==> config.mk <==
export PLATFORM = sky130hd
export DESIGN_NAME = vector_deconstructor
export DESIGN_NICKNAME = d
export VERILOG_FILES = /design/src/rtl/vector_pkg.sv /design/src/rtl/vector_deconstructor.sv
export SDC_FILE = /design/constraint.sdc
export NUM_CORES = 1
export LEC_CHECK = 0
export CORE_ASPECT_RATIO = 1.1
export CORE_UTILIZATION = 45
export CTS_CLUSTER_DIAMETER = 120
export CTS_CLUSTER_SIZE = 20
export DETAILED_ROUTE_END_ITERATION = 8
export PLACE_DENSITY = 0.72
export SLEW_MARGIN = 20
export SYNTH_ARGS = -nofsm -noshare
export SYNTH_HDL_FRONTEND = slang
export SYNTH_SLANG_ARGS = --single-unit
==> constraint.sdc <==
create_clock -name clk -period 2.7 [get_ports clk]
set_input_delay 0.54 -clock clk [delete_from_list [all_inputs] [get_ports clk]]
set_output_delay 0.54 -clock clk [all_outputs]
set_load 0.005 [all_outputs]
==> src/rtl/vector_pkg.sv <==
// Shared definitions for the vector element stream: the three-state
// controller encoding and default widths used by vector_constructor and
// vector_deconstructor.
package vector_pkg;

   localparam int DEF_ELEMENT_WIDTH    = 24;
   localparam int DEF_ADDR_WIDTH       = 3;
   localparam int DEF_VECTOR_DIMENSION = 3;

   typedef enum logic [1:0] {
      IDLE = 2'd0,
      SEND = 2'd1,
      DONE = 2'd2
   } vec_state_t;

   // Element index width: enough bits to address every element, never zero.
   function automatic int idx_width(input int dim);
      return (dim > 1) ? $clog2(dim) : 1;
   endfunction

endpackage

==> src/rtl/vector_deconstructor.sv <==
// Latches a complete vector from upstream, then streams its elements out one
// per downstream handshake with a running write address. Stops once the
// programmed number of elements has been emitted and holds done until reset.
module vector_deconstructor
   import vector_pkg::*;
#(
   parameter int ELEMENT_WIDTH    = DEF_ELEMENT_WIDTH,
   parameter int ADDR_WIDTH       = DEF_ADDR_WIDTH,
   parameter int VECTOR_DIMENSION = DEF_VECTOR_DIMENSION
) (
   input  logic                     clk,
   input  logic                     reset,
   input  logic [ELEMENT_WIDTH-1:0] expected_elements,
   input  logic [ELEMENT_WIDTH-1:0] vector [0:VECTOR_DIMENSION-1],
   input  logic                     vector_valid,
   output logic                     vector_taken,
   output logic [ELEMENT_WIDTH-1:0] element_out,
   output logic                     element_ready,
   input  logic                     element_accept,
   output logic [ADDR_WIDTH-1:0]    addr,
   output logic                     done
);

   localparam int IDX_W = idx_width(VECTOR_DIMENSION);
   localparam logic [IDX_W-1:0] LAST_IDX = IDX_W'(VECTOR_DIMENSION - 1);

   vec_state_t               state;
   vec_state_t               state_nxt;
   logic [IDX_W-1:0]         idx;
   logic [ELEMENT_WIDTH-1:0] count;
   logic [ELEMENT_WIDTH-1:0] count_inc;
   logic [ELEMENT_WIDTH-1:0] expected_q;
   logic [ELEMENT_WIDTH-1:0] vec_buf [0:VECTOR_DIMENSION-1];
   logic                     take;
   logic                     fire;

   assign count_inc = count + ELEMENT_WIDTH'(1);

   // Next-state decode: decide when to latch a vector and when an element leaves.
   always_comb begin
      state_nxt = state;
      take      = 1'b0;
      fire      = 1'b0;
      case (state)
         IDLE: begin
            if (count == expected_q) begin
               state_nxt = DONE;
            end else if (vector_valid) begin
               take      = 1'b1;
               state_nxt = SEND;
            end
         end
         SEND: begin
            if (element_accept) begin
               fire = 1'b1;
               if (count_inc == expected_q) begin
                  state_nxt = DONE;
               end else if (idx == LAST_IDX) begin
                  state_nxt = IDLE;
               end
            end
         end
         DONE: begin
            state_nxt = DONE;
         end
         default: begin
            state_nxt = IDLE;
         end
      endcase
   end

   // State, counters and vector buffer; reset clears everything including the buffer.
   always_ff @(posedge clk) begin
      if (reset) begin
         state      <= IDLE;
         idx        <= '0;
         count      <= '0;
         addr       <= '0;
         expected_q <= expected_elements;
         for (int i = 0; i < VECTOR_DIMENSION; i++) begin
            vec_buf[i] <= '0;
         end
      end else begin
         state <= state_nxt;
         if (take) begin
            vec_buf <= vector;
            idx     <= '0;
         end
         if (fire) begin
            addr  <= addr + ADDR_WIDTH'(1);
            count <= count_inc;
            idx   <= idx + IDX_W'(1);
         end
      end
   end

   // Output decode; the taken pulse is suppressed while reset is asserted.
   always_comb begin
      vector_taken  = take && !reset;
      element_ready = (state == SEND);
      element_out   = (state == SEND) ? vec_buf[idx] : '0;
      done          = (state == DONE);
   end

endmodule

* Word level (Yosys, flattened, before mapping)
Cells that the tools add are included.
** Storage, ports and cells
- Register bits after elaboration :: 127
- Bits in latches :: 0
- RAM bits :: 0
- ROM bits :: 0
- Output and inout port bits :: 30
- Word-level logic and storage cells :: 43
- Memories kept :: 0
** Operators by class
- Add/sub/neg operators :: 3
- Multipliers :: 0
- Divide/modulo/power cells :: 0
- $lt $le $gt $ge :: 1
- Equality and inequality tests :: 8
- Shift operators :: 0
- Mux-type cells :: 17
- Bitwise logic cells :: 1
- Reduce and logical (&&, ||, !) cells :: 5
** Operators by type and width (count)
- two-way mux 24 bit :: 3
- binary-select mux 24 bit (select 2 bit) :: 1
- == test 24 bit :: 2
- adder 24 x 1 -> 24 bit, second input constant :: 1
- two-way mux 2 bit :: 7
- one-hot mux 2 bit (3 select lines) :: 1
- two-way mux 1 bit :: 5
- == test 2 bit, second input constant :: 2
- adder 3 x 1 -> 3 bit, second input constant :: 1
- >= comparator 3 bit, second input constant :: 1
- != test 3 x 1 -> 1 bit, second input constant :: 1
- != test 3 bit, second input constant :: 1
- inverter 2 -> 3 bit :: 1
- AND reduction 3 bit :: 1
- adder 2 x 1 -> 2 bit, second input constant :: 1
- == test 2 x 1 -> 1 bit, second input constant :: 1
- zero test 2 bit :: 1
- != test 2 x 1 -> 1 bit, second input constant :: 1
- nonzero test 2 bit :: 1
- logical AND 1 bit :: 1
- zero test 1 bit :: 1

* Logic depth before layout (Yosys ltp)
Gate-level depths: netlist of run 1.
- Word-level depth :: 5
- Gate-level depth with buffers :: 10
- Gate-level depth less buffers :: 8

* Least setup slack after synthesis of run 1
No wires, ideal clock.
- Kind :: reg-to-reg
- Start point :: register count[0]
- End point :: register state[0]
- Arrival :: 2.245 ns
- Slack :: 0.331 ns
- Cell stages (with the launch flop) :: 9
- Cells stage by stage :: dfxtp_1 ha_1 and3_1 nand3_1 nor4b_1 xor2_1 or4b_1 nor4_2 o21ai_1
** Between the ends
- Longest elaborated chain between the ends :: 5
- Elaborated cells on any way between the ends :: 10
** RTL lines
- start: declaration :: line vector_deconstructor.sv:30 : logic [ELEMENT_WIDTH-1:0] count;
- start signal: assignment :: line vector_deconstructor.sv:91 : count <= count_inc;
- adder 24 x 1 -> 24 bit :: line vector_deconstructor.sv:37 : assign count_inc = count + ELEMENT_WIDTH'(1);
- == test 24 bit :: line vector_deconstructor.sv:56 : if (count_inc == expected_q) begin
- two-way mux 2 bit :: line vector_deconstructor.sv:56
- two-way mux 2 bit :: line vector_deconstructor.sv:54 : if (element_accept) begin
- one-hot mux 2 bit (3 select lines) :: line vector_deconstructor.sv:44 : case (state)
- end signal: assignment :: line vector_deconstructor.sv:84 : state <= state_nxt;
- end: declaration :: line vector_deconstructor.sv:27 : vec_state_t state;
Several ways; a longest one is shown, not always the timed one. The select of a mux whose other input is x is not followed.
A chain may end at the register's enable or synchronous reset.

* Worst setup path after layout of run 1
- Start point :: register expected_q[5]
- End point :: output port vector_taken
** Between the ends
- Longest elaborated chain between the ends :: 4
** RTL lines
- start: declaration :: line vector_deconstructor.sv:32 : logic [ELEMENT_WIDTH-1:0] expected_q;
- start signal: assignment :: line vector_deconstructor.sv:79 : expected_q <= expected_elements;
- == test 24 bit :: line vector_deconstructor.sv:46 : if (count == expected_q) begin
- two-way mux 1 bit :: line vector_deconstructor.sv:46
- two-way mux 1 bit :: line vector_deconstructor.sv:44
- logical AND 1 bit :: line vector_deconstructor.sv:99 : vector_taken = take && !reset;
- end: declaration :: line vector_deconstructor.sv:16 : output logic vector_taken,
No other way between the ends.

==> run_results.csv, run 1 <==
group,metric,value,unit
status,outcome,"finished with violations",
synth,syn-mean-instance-area,9.324,um^2
worst_setup_path,critPathRequiredTime,2160,ps
clock_tree,cts.clk_slew.worst_paths,60,ps
global_routing,globalRoute.totalOverflow,0,
synth,synth.cell_area,5986,um^2
pwr,max-vdd-ir-drop,456.1,uV
clock_tree,clockBufferDepth,2,
sta,slew_violations,0,
routing,detail_route.first_pass.iterations,6,
clock_tree,cts-root-buf,"clkbuf_16",
worst_setup_path,critical_path.max_fanout,2,
clock_tree,cts_tree,"built",
worst_setup_path,critPathCaptureType,"output port",
worst_setup_path,timing.reg2reg.setup_slack,150,ps
worst_hold_path,min_path_cells,2,
sta,timing.max_slew.rel_slack,0.4591,
sta,setup-tns-final,0,ps
floorplan,number_of_placed_i_o_pins,130,
routing,final_wirelength,16050,um
floorplan,floorplan.initialDensity,0.4675,
worst_setup_path,slowest_stage,"edfxtp_1",
layout,finish.instance_area,8476,um^2
synth,postSynth.asyncResetShare,0,
synth,yosys.cell_types.count,51,
global_routing,grt_start_max_net_pins,75,
pwr,pwr_density_cell,723.6,nW/um^2
sta,report.final.hold_viol_count,0,
worst_setup_path,criticalPathCategory,"reg -> out",
placed_design,place_ws,40.55,ps
clock_tree,clock-sinks,127,
worst_setup_path,capturing_point_of_the_worst_reg2reg_path,"state[0]",
global_routing,grt_antenna_before_repair,0,
global_routing,grt_pass1_wl,25160,um
clock_tree,tritoncts.num_buffers,17,
worst_hold_path,endpoint_of_the_worst_hold_timing_path,"addr[1]",
global_routing,groute.usage.overall,0.2395,
layout,final_layout_net_count,901,
synth,mappedNetlistNets,745,
placed_design,routabilityCongestion,0.8850,
floorplan,fp.dieArea,13770,um^2
routing,via_count,5161,
synth,syn_inst,642,
worst_hold_path,min_from,"addr[1]",
clock_tree,worstSkewPairLatency,420,ps
worst_setup_path,crit_path_max_incr_delay,410,ps
routing,avgViaCountPerCell,5.332,
routing,route.detailed.drc,3,
synth,seq_area_frac_synth,0.4649,
global_routing,first_global_vias,5180,
layout,area_delta_synth_final,41.60,%
sta,setup_ws,90.24,ps
layout,final_layout_size_suffix_gt1_frac,0.1418,
worst_setup_path,regToRegStartpoint,"count[8]",
sta,share_of_the_clock_period_used_by_the_worst_path_after_layout,0.9666,
placed_design,place_hpwl,11020,um
pwr,static-leakage-power,3.471,nW
worst_setup_path,worstPathCellList,"xnor2_2, nand4_1, nor4_2, a311oi_2, nand2_4, nor2_1, clkbuf_2",
floorplan,placeableCoreArea,12800,um^2
floorplan,die_w,112.0,um
worst_hold_path,worstHoldPathType,"reg -> reg",
sta,setup_viol,0,
synth,synthesis.yosys.warnings,0,
synth,synth_flop_cell,"dfxtp_1",
layout,antennaDiodeCount,0,
placed_design,port-buffer-count,129,
sta,min_period,2610,ps
routing,route.antenna.remaining_nets,0,
floorplan,dieHeight,123.0,um
worst_setup_path,r2r_cells,8,
routing,drtIter0Drc,278,
floorplan,rows,43,
routing,post_drt_wl_per_cell,16.58,um
sta,fmax,383.2,MHz
flow_run,maxCapViolations,0,
worst_setup_path,worstSetupStartpointType,"flop",
worst_setup_path,timing.critical_path.arrival,2070,ps
synth,postSynthRegisterBits,127,
placed_design,post_dp_cell_area,7644,um^2
clock_tree,htree_levels,4,
layout,post-route-util,0.6619,
status,violations,"DRC",
sta,layout_skew,13.42,ps
synth,synth-edff-count,24,
sta,worst_pin_slew,811.4,ps
[synth_stat cells, types with 4 or more instances]
library cell / number / share of area
nand4_1: 11 / 0.011
mux2i_1: 96 / 0.16
xor2_1: 25 / 0.037
dfxtp_1: 103 / 0.34
or3_1: 9 / 0.0094
nand3_1: 12 / 0.010
o21ai_0: 12 / 0.010
clkbuf_1: 30 / 0.019
buf_4: 4 / 0.0050
nor3_1: 15 / 0.013
nor4_1: 4 / 0.0042
buf_2: 8 / 0.0067
nor2_1: 150 / 0.094
a21oi_1: 35 / 0.029
nand2_1: 23 / 0.014
xnor2_1: 31 / 0.045
edfxtp_1: 24 / 0.12
[cell type report]
type | count | area [um^2]
Multi-Input combinational cell | 468 | 3129
Clock buffer | 22 | 528.0
Timing Repair Buffer | 182 | 1735
Sequential cell | 127 | 2785
Inverter | 2 | 7.507
Tap cell | 157 | 196.4
Fill cell | 1038 | 4329
Clock inverter | 10 | 93.84
[placed cells by master (no fill, tap or decap), types with 11 or more instances in the layout]
| master | netlist | layout |
|---|---|---|
| xor2_1 | 25 | 24 |
| nand4_1 | 11 | 11 |
| a21oi_1 | 35 | 35 |
| dfxtp_1 | 103 | 101 |
| xnor2_1 | 31 | 21 |
| nand2_1 | 23 | 22 |
| edfxtp_1 | 24 | 24 |
| nand3_1 | 12 | 12 |
| buf_4 | 4 | 50 |
| nor2_1 | 150 | 150 |
| clkdlybuf4s50_1 | 0 | 127 |
| o21ai_0 | 12 | 12 |
| mux2i_1 | 96 | 96 |
| clkbuf_16 | 0 | 21 |
| nor3_1 | 15 | 14 |
[report_power, final]
part / switching (mW) / internal, mW
clock: 0.856 / 1.48
sequential: 0.144 / 2.16
combinational: 0.720 / 0.770
total: 1.72 / 4.41
[worst max-delay path, delay by kind of cell (launching register included)]
kind	cells	cell delay [ps]
AOI/OAI and AO/OA	1	220
xor gates and xnor gates	1	210
buffers and inverters	1	120
DFF	1	410
and+or+nand+nor	4	700
[per-layer routing]
layer | wire (um) | up-vias | GRT usage
met5 | 0 | - | 0
met4 | 329 | 0 | 0.09333
met2 | 8041 | 150 | 0.4150
met3 | 1230 | 24 | 0.09363
li1 | - | 2523 | -
met1 | 6443 | 2464 | 0.2663
[cells by family after synthesis]
logic type | share of synthesized area
AOI/OAI and AO/OA | 0.05895
xor gates and xnor gates | 0.08194
DFF | 0.4649
muxes | 0.1605
and+or+nand+nor | 0.1938
adders and majority gates | 0.006272
buffers and inverters | 0.03365
[worst max path at each step]
| stage | from | end | depth (start not counted) |
|---|---|---|---|
| floorplan | count[0] | state[0] | 8 |
| global placement | expected_q[16] | vector_taken | 7 |
| detailed placement | expected_q[4] | vector_taken | 7 |
| CTS | expected_q[9] | vector_taken | 7 |
| global route | expected_q[5] | vector_taken | 7 |
| finish | expected_q[5] | vector_taken | 7 |
[per-stage QoR]
stage          std cells  hold WS [ps]  power, mW
5_1_grt              968         513.3      6.412
3_5_place_dp         927         479.3      3.745
2_1_floorplan        642         462.7      3.201
6_report             968         478.3      6.133
4_1_cts              962         487.4      6.122
3_3_place_gp         927         464.4      3.704
[sequential cells by signal, summed over array words and instances (netlist names)]
signal      count
idx             2
state           2
expected_q     24
addr            3
vec_buf        72
count          24
[repair_timing]
item / CTS / global route
buffers inserted: 3 / 5
pin swaps: 6 / 6
gates cloned: 0 / 1
gates resized for setup: 14 / 9
hold buffers: 0 / 0
endpoints found under the setup margin: 1 / 7
(Power assumes the default switching activity.)
==> run 2: changes to the inputs <==
--- a/config.mk
+++ b/config.mk
@@ -7,6 +7,7 @@
 export LEC_CHECK = 0
 export CORE_ASPECT_RATIO = 1.1
 export CORE_UTILIZATION = 45
+export CTS_BUF_LIST = sky130_fd_sc_hd__clkbuf_4
 export CTS_CLUSTER_DIAMETER = 120
 export CTS_CLUSTER_SIZE = 20
 export DETAILED_ROUTE_END_ITERATION = 8
==> constraint.sdc (replaced) <==
create_clock -name clk -period 2.6 [get_ports clk]
set_input_delay 0.52 -clock clk [delete_from_list [all_inputs] [get_ports clk]]
set_output_delay 0.52 -clock clk [all_outputs]
set_load 0.005 [all_outputs]
==> run_results.csv, run 2 (same netlist as run 1, synthesis figures left out) <==
group,metric,value,unit
status,outcome,"finished with violations",
status,violations,"DRC, setup timing",
routing,avgViaCountPerCell,5.325,
placed_design,place_ws,33.22,ps
layout,biggestRegsByFlops,"vec_buf: 72 flops, count: 24 flops, expected_q: 24 flops",
worst_setup_path,timing.critical_path.from,"expected_q[5]",
floorplan,rows,43,
layout,post-route-util,0.6457,
pwr,power.total,5.497,mW
clock_tree,clockBufferDepth,2,
worst_setup_path,critPathRequiredTime,2080,ps
sta,layout_skew,18.56,ps
layout,area_delta_synth_final,38.13,%
worst_hold_path,min_from,"addr[1]",
layout,layout_commonest_cell,"nor2_1",
global_routing,global_route.peak_usage_layer,"met2",
layout,final_layout_size_suffix_gt1_frac,0.1687,
placed_design,routabilityCongestion,0.9051,
sta,setup_ws,-126.0,ps
worst_setup_path,worstSetupStartpointType,"flop",
clock_tree,tritoncts.num_buffers,17,
layout,finish.cell_count_without_fillers,982,
floorplan,floorplan.initialDensity,0.4675,
clock_tree,cts_tree,"built",
sta,setup-tns-final,-126.0,ps
worst_setup_path,timing.critical_path.buf_inv,1,
floorplan,dieHeight,123.0,um
pwr,pwr_density_cell,664.8,nW/um^2
routing,via_count,5229,
routing,drtIter0Drc,313,
sta,fmax,366.8,MHz
sta,worst_hold_slack,500.0,ps
layout,n_fill_cell,1064,
floorplan,fp.dieArea,13770,um^2
global_routing,grt_start_max_net_pins,75,
layout,largest_register_ffs,72,
worst_setup_path,timing.critical_path.arrival,2210,ps
global_routing,grt_use_met2,0.4130,
layout,multi_input_comb_area,3092,um^2
sta,worst_pin_slew,812.3,ps
routing,post_drt_wl_per_cell,16.10,um
worst_setup_path,critical_path.max_fanout,2,
layout,final_layout_net_count,914,
global_routing,groute.usage.overall,0.2388,
placed_design,place_inst,937,
placed_design,place_hpwl,11120,um
worst_setup_path,criticalPathCategory,"reg -> out",
worst_setup_path,critPathCaptureType,"output port",
sta,timing.max_slew.rel_slack,0.4585,
worst_setup_path,crit_path_max_incr_delay,400,ps
worst_hold_path,worstHoldPathType,"reg -> reg",
routing,route.antenna.remaining_nets,0,
routing,route.detailed.drc,3,
clock_tree,cts-root-buf,"clkbuf_4",
sta,grt_setup_unrepaired,"true",
sta,share_of_the_clock_period_used_by_the_worst_path_after_layout,1.048,
worst_setup_path,critical_path.top_delay_family,"simple AND/OR/NAND/NOR gates",
placed_design,post_dp_cell_area,7719,um^2
global_routing,grt_pass1_wl,25120,um
sta,report.final.hold_viol_count,0,
worst_setup_path,worstPathCellList,"xnor2_1, nand4_1, nor4_2, a311oi_2, nand2_4, nor2_1, buf_2",
clock_tree,htree_levels,4,
clock_tree,cts.clk_slew.worst_paths,120,ps
floorplan,die_w,112.0,um
worst_setup_path,slowest_stage,"nor4_2",
sta,slew_violations,0,
clock_tree,worstSkewPairLatency,560,ps
sta,min_period,2726,ps
global_routing,first_global_vias,5290,
floorplan,placeableCoreArea,12800,um^2
routing,final_wirelength,15810,um
pwr,static-leakage-power,3.474,nW
worst_setup_path,timing.reg2reg.setup_slack,60,ps
layout,largest-register,"vec_buf",
placed_design,port-buffer-count,129,
layout,sequential_cell_area,2796,um^2
global_routing,grt_antenna_before_repair,1,
sta,setup_viol,1,
clock_tree,clock-sinks,127,
routing,detail_route.first_pass.iterations,6,
pwr,max-vdd-ir-drop,385.7,uV
layout,most-common-layout-cells,"nor2_1, clkdlybuf4s50_1, mux2i_1, dfxtp_1, buf_4",
worst_setup_path,regToRegStartpoint,"count[5]",
floorplan,number_of_placed_i_o_pins,130,
global_routing,grt.met1_usage,0.2615,
global_routing,globalRoute.totalOverflow,0,
layout,finish.instance_area,8268,um^2
global_routing,global_route_met3_usage,0.1010,
flow_run,maxCapViolations,0,
-- run 2: cell count changes in the layout (fill, tap and decap cells not counted), moves of 5 or more --
cell,change
clkbuf_16,-20
clkdlybuf4s50_1,-24
dfxtp_1,-5
buf_4,+6
clkbuf_4,+19
xnor2_2,-5
dlygate4sd2_1,+9
clkbuf_2,+9
xnor2_1,+5
-- run 2: tightest hold or removal path: cells and delay by family, from the launching register on --
family          cells  cell delay, ps
compound gates      1              60
simple gates        1              60
flops               1             350
-- run 2: final timing paths --
path / to / cells after the start
worst max register to register: state[1] / 9
worst min-delay path: addr[1] / 2
worst min register to register: addr[1] / 2
worst max-delay path: vector_taken / 7
-- run 2: what timing repair did --
action | in CTS | in global routing
resized for setup | 47 | 40
hold buffers | 0 | 0
setup buffers | 7 | 2
cloned | 3 | 1
pin swaps | 7 | 4
endpoints found under the setup margin | 24 | 46
-- run 2: final cells by class --
cell class              count  share of cell area
inverters                   2            0.001362
well taps                 157             0.02376
clock inverters            13             0.02028
diodes                      1           0.0003027
multi-input cells         468              0.3739
flip-flops and latches    127              0.3382
repair buffers            195              0.2249
clock buffers              19             0.01725
-- run 2: report_power, final --
part / internal, mW / leakage [nW] / switching, mW
clock network: 0.772 / 0.173 / 0.716
registers: 2.24 / 1.08 / 0.147
logic: 0.861 / 2.22 / 0.761
-- run 2: metal layers --
metal	up-vias	wire (um)
met5	-	0
met4	0	265
met2	161	7923
met1	2483	6306
li1	2564	-
met3	21	1314
==> run 3: changes to the inputs <==
--- a/config.mk
+++ b/config.mk
@@ -6,6 +6,7 @@
 export NUM_CORES = 1
 export LEC_CHECK = 0
 export CORE_ASPECT_RATIO = 1.1
+export CORE_MARGIN = 4
 export CORE_UTILIZATION = 45
 export CTS_BUF_LIST = sky130_fd_sc_hd__clkbuf_4
 export CTS_CLUSTER_DIAMETER = 120
@@ -16,3 +17,4 @@
 export SYNTH_ARGS = -nofsm -noshare
 export SYNTH_HDL_FRONTEND = slang
 export SYNTH_SLANG_ARGS = --single-unit
+export TNS_END_PERCENT = 20
==> run_results.csv, run 3 (same netlist as run 1, synthesis figures left out) <==
group,metric,value,unit
status,outcome,"finished with violations",
sta,worst_hold_slack,482.3,ps
layout,final_layout_net_count,915,
worst_setup_path,timing.critical_path.arrival,2150,ps
layout,layout_commonest_cell,"nor2_1",
floorplan,fp.dieArea,15210,um^2
status,violations,"setup timing",
sta,slew_violations,0,
sta,report.final.hold_viol_count,0,
sta,share_of_the_clock_period_used_by_the_worst_path_after_layout,1.026,
pwr,max-vdd-ir-drop,394.5,uV
clock_tree,cts.clk_slew.worst_paths,110,ps
floorplan,die_w,118.0,um
layout,post-route-util,0.6500,
layout,largest-register,"vec_buf",
global_routing,grt_antenna_before_repair,0,
sta,timing.max_slew.rel_slack,0.5991,
layout,n_fill_cell,1040,
worst_setup_path,critPathCaptureType,"output port",
sta,fmax,374.8,MHz
layout,antennaDiodeCount,0,
sta,setup_viol,1,
floorplan,rows,43,
routing,post_drt_wl_per_cell,16.34,um
layout,finish.instance_area,8323,um^2
clock_tree,worstSkewPairLatency,550,ps
clock_tree,clock-sinks,127,
placed_design,place_ws,-2.740,ps
sta,worst_pin_slew,601.4,ps
placed_design,routabilityCongestion,0.9004,
routing,route.antenna.remaining_nets,0,
sta,setup_ws,-68.07,ps
pwr,pwr_density_cell,660.7,nW/um^2
worst_setup_path,critical_path.max_fanout,4,
floorplan,dieHeight,129.0,um
clock_tree,post_cts_hold_buffer_count,0,
layout,area_delta_synth_final,39.05,%
routing,route.detailed.drc,0,
layout,biggestRegsByFlops,"vec_buf: 72 flops, count: 24 flops, expected_q: 24 flops",
floorplan,placeableCoreArea,12800,um^2
global_routing,grt_pass1_wl,25410,um
global_routing,globalRoute.totalOverflow,0,
global_routing,groute.usage.overall,0.2097,
flow_run,maxCapViolations,0,
routing,detail_route.first_pass.iterations,8,
pwr,logic_gate_share_of_total_power,0.289,
pwr,power.share.switching,0.3017,
routing,final_wirelength,16040,um
layout,final_layout_size_suffix_gt1_frac,0.1600,
global_routing,first_global_vias,5394,
worst_setup_path,worstSetupStartpointType,"flop",
clock_tree,cts-root-buf,"clkbuf_4",
pwr,power.total,5.499,mW
floorplan,number_of_placed_i_o_pins,130,
layout,largest_register_ffs,72,
global_routing,grt_start_max_net_pins,131,
routing,avgViaCountPerCell,5.252,
routing,via_count,5157,
clock_tree,tritoncts.num_buffers,17,
placed_design,place_hpwl,11310,um
pwr,power_report.internal_total,3.840,mW
routing,drtIter0Drc,366,
pwr,pwr-share-seq,0.435,
clock_tree,clockBufferDepth,2,
layout,most-common-layout-cells,"nor2_1, clkdlybuf4s50_1, dfxtp_1",
sta,grt_setup_unrepaired,"true",
worst_setup_path,critPathRequiredTime,2080,ps
clock_tree,htree_levels,4,
pwr,static-leakage-power,3.592,nW
floorplan,floorplan.initialDensity,0.4675,
sta,layout_skew,19.84,ps
placed_design,post_dp_cell_area,7711,um^2
sta,min_period,2668,ps
worst_hold_path,worstHoldPathType,"reg -> reg",
placed_design,port-buffer-count,129,
worst_setup_path,criticalPathCategory,"reg -> out",
clock_tree,cts_tree,"built",
pwr,clock_power_share,0.276,
pwr,net-switching-power,1.659,mW
==> run 3: cell types whose count changed in the layout (fill, tap and decap cells not counted), moves of 2 or more <==
cell	previous run	this run
clkinv_4	1	3
dfxtp_2	5	2
xnor2_2	5	7
buf_12	3	5
clkbuf_2	10	1
xnor2_1	26	24
dlygate4sd2_1	9	11
dfxtp_1	96	99
dlymetal6s2s_1	1	6
buf_4	56	59
clkbuf_4	19	17
clkinv_1	3	1
==> run 3: routing by layer <==
metal	routed length [um]	GRT usage
met1	6697	0.2359
met2	7881	0.3613
met3	1130	0.07560
met4	334	0.09172
met5	0	0
==> run 3: power groups by stage <==
stage,combinational [mW],sequential (mW),clock (mW)
after floorplan,0.947,2.38,0
after global placement,1.45,2.40,0
after detailed placement,1.48,2.42,0
after CTS,1.54,2.39,1.56
after global routing,1.72,2.42,1.63
final,1.59,2.39,1.52
==> run 3: path summary, 6_finish.rpt <==
kind / startpoint / endpoint / slack [ps] / cells past startpoint
worst max-delay path: expected_q[2] / vector_taken / -70 / 7
worst min-delay path: addr[1] / addr[1] / 480 / 2
worst max register to register: count[0] / state[0] / 50 / 9
worst min register to register: addr[1] / addr[1] / 480 / 2
==> run 3: worst max-delay path, cell delays in order, from the launching register on <==
cell and delay (ps):
edfxtp_1 460, xnor2_1 200, nand4_1 130, nor4_2 360, a311oi_2 210, nand2_4 100
nor2_2 40, buf_6 110
==> run 3: final cells by class <==
cell class | count | area (um^2) | area share
multi-input cells | 468 | 3119 | 0.3748
well taps | 157 | 196.4 | 0.02360
clock inverters | 15 | 192.7 | 0.02315
repair buffers | 196 | 1887 | 0.2267
clock buffers | 17 | 127.6 | 0.01533
flip-flops and latches | 127 | 2793 | 0.3355
inverters | 2 | 7.507 | 0.0009020
==> run 3: repair_timing <==
| item | in CTS | in global routing |
|---|---|---|
| resized for setup | 42 | 30 |
| endpoints found under the hold margin | 0 | 0 |
| setup buffers | 4 | 8 |
| endpoints found under the setup margin | 27 | 22 |
| pin swaps | 4 | 4 |
| cloned | 2 | 0 |
==> run 3: stage by stage <==
step           TNS (ps)  std cells
4_1_cts          -243.0        974
2_1_floorplan         0        642
6_report         -68.07        982
3_3_place_gp          0        936
5_1_grt          -290.1        982
3_5_place_dp     -2.740        936
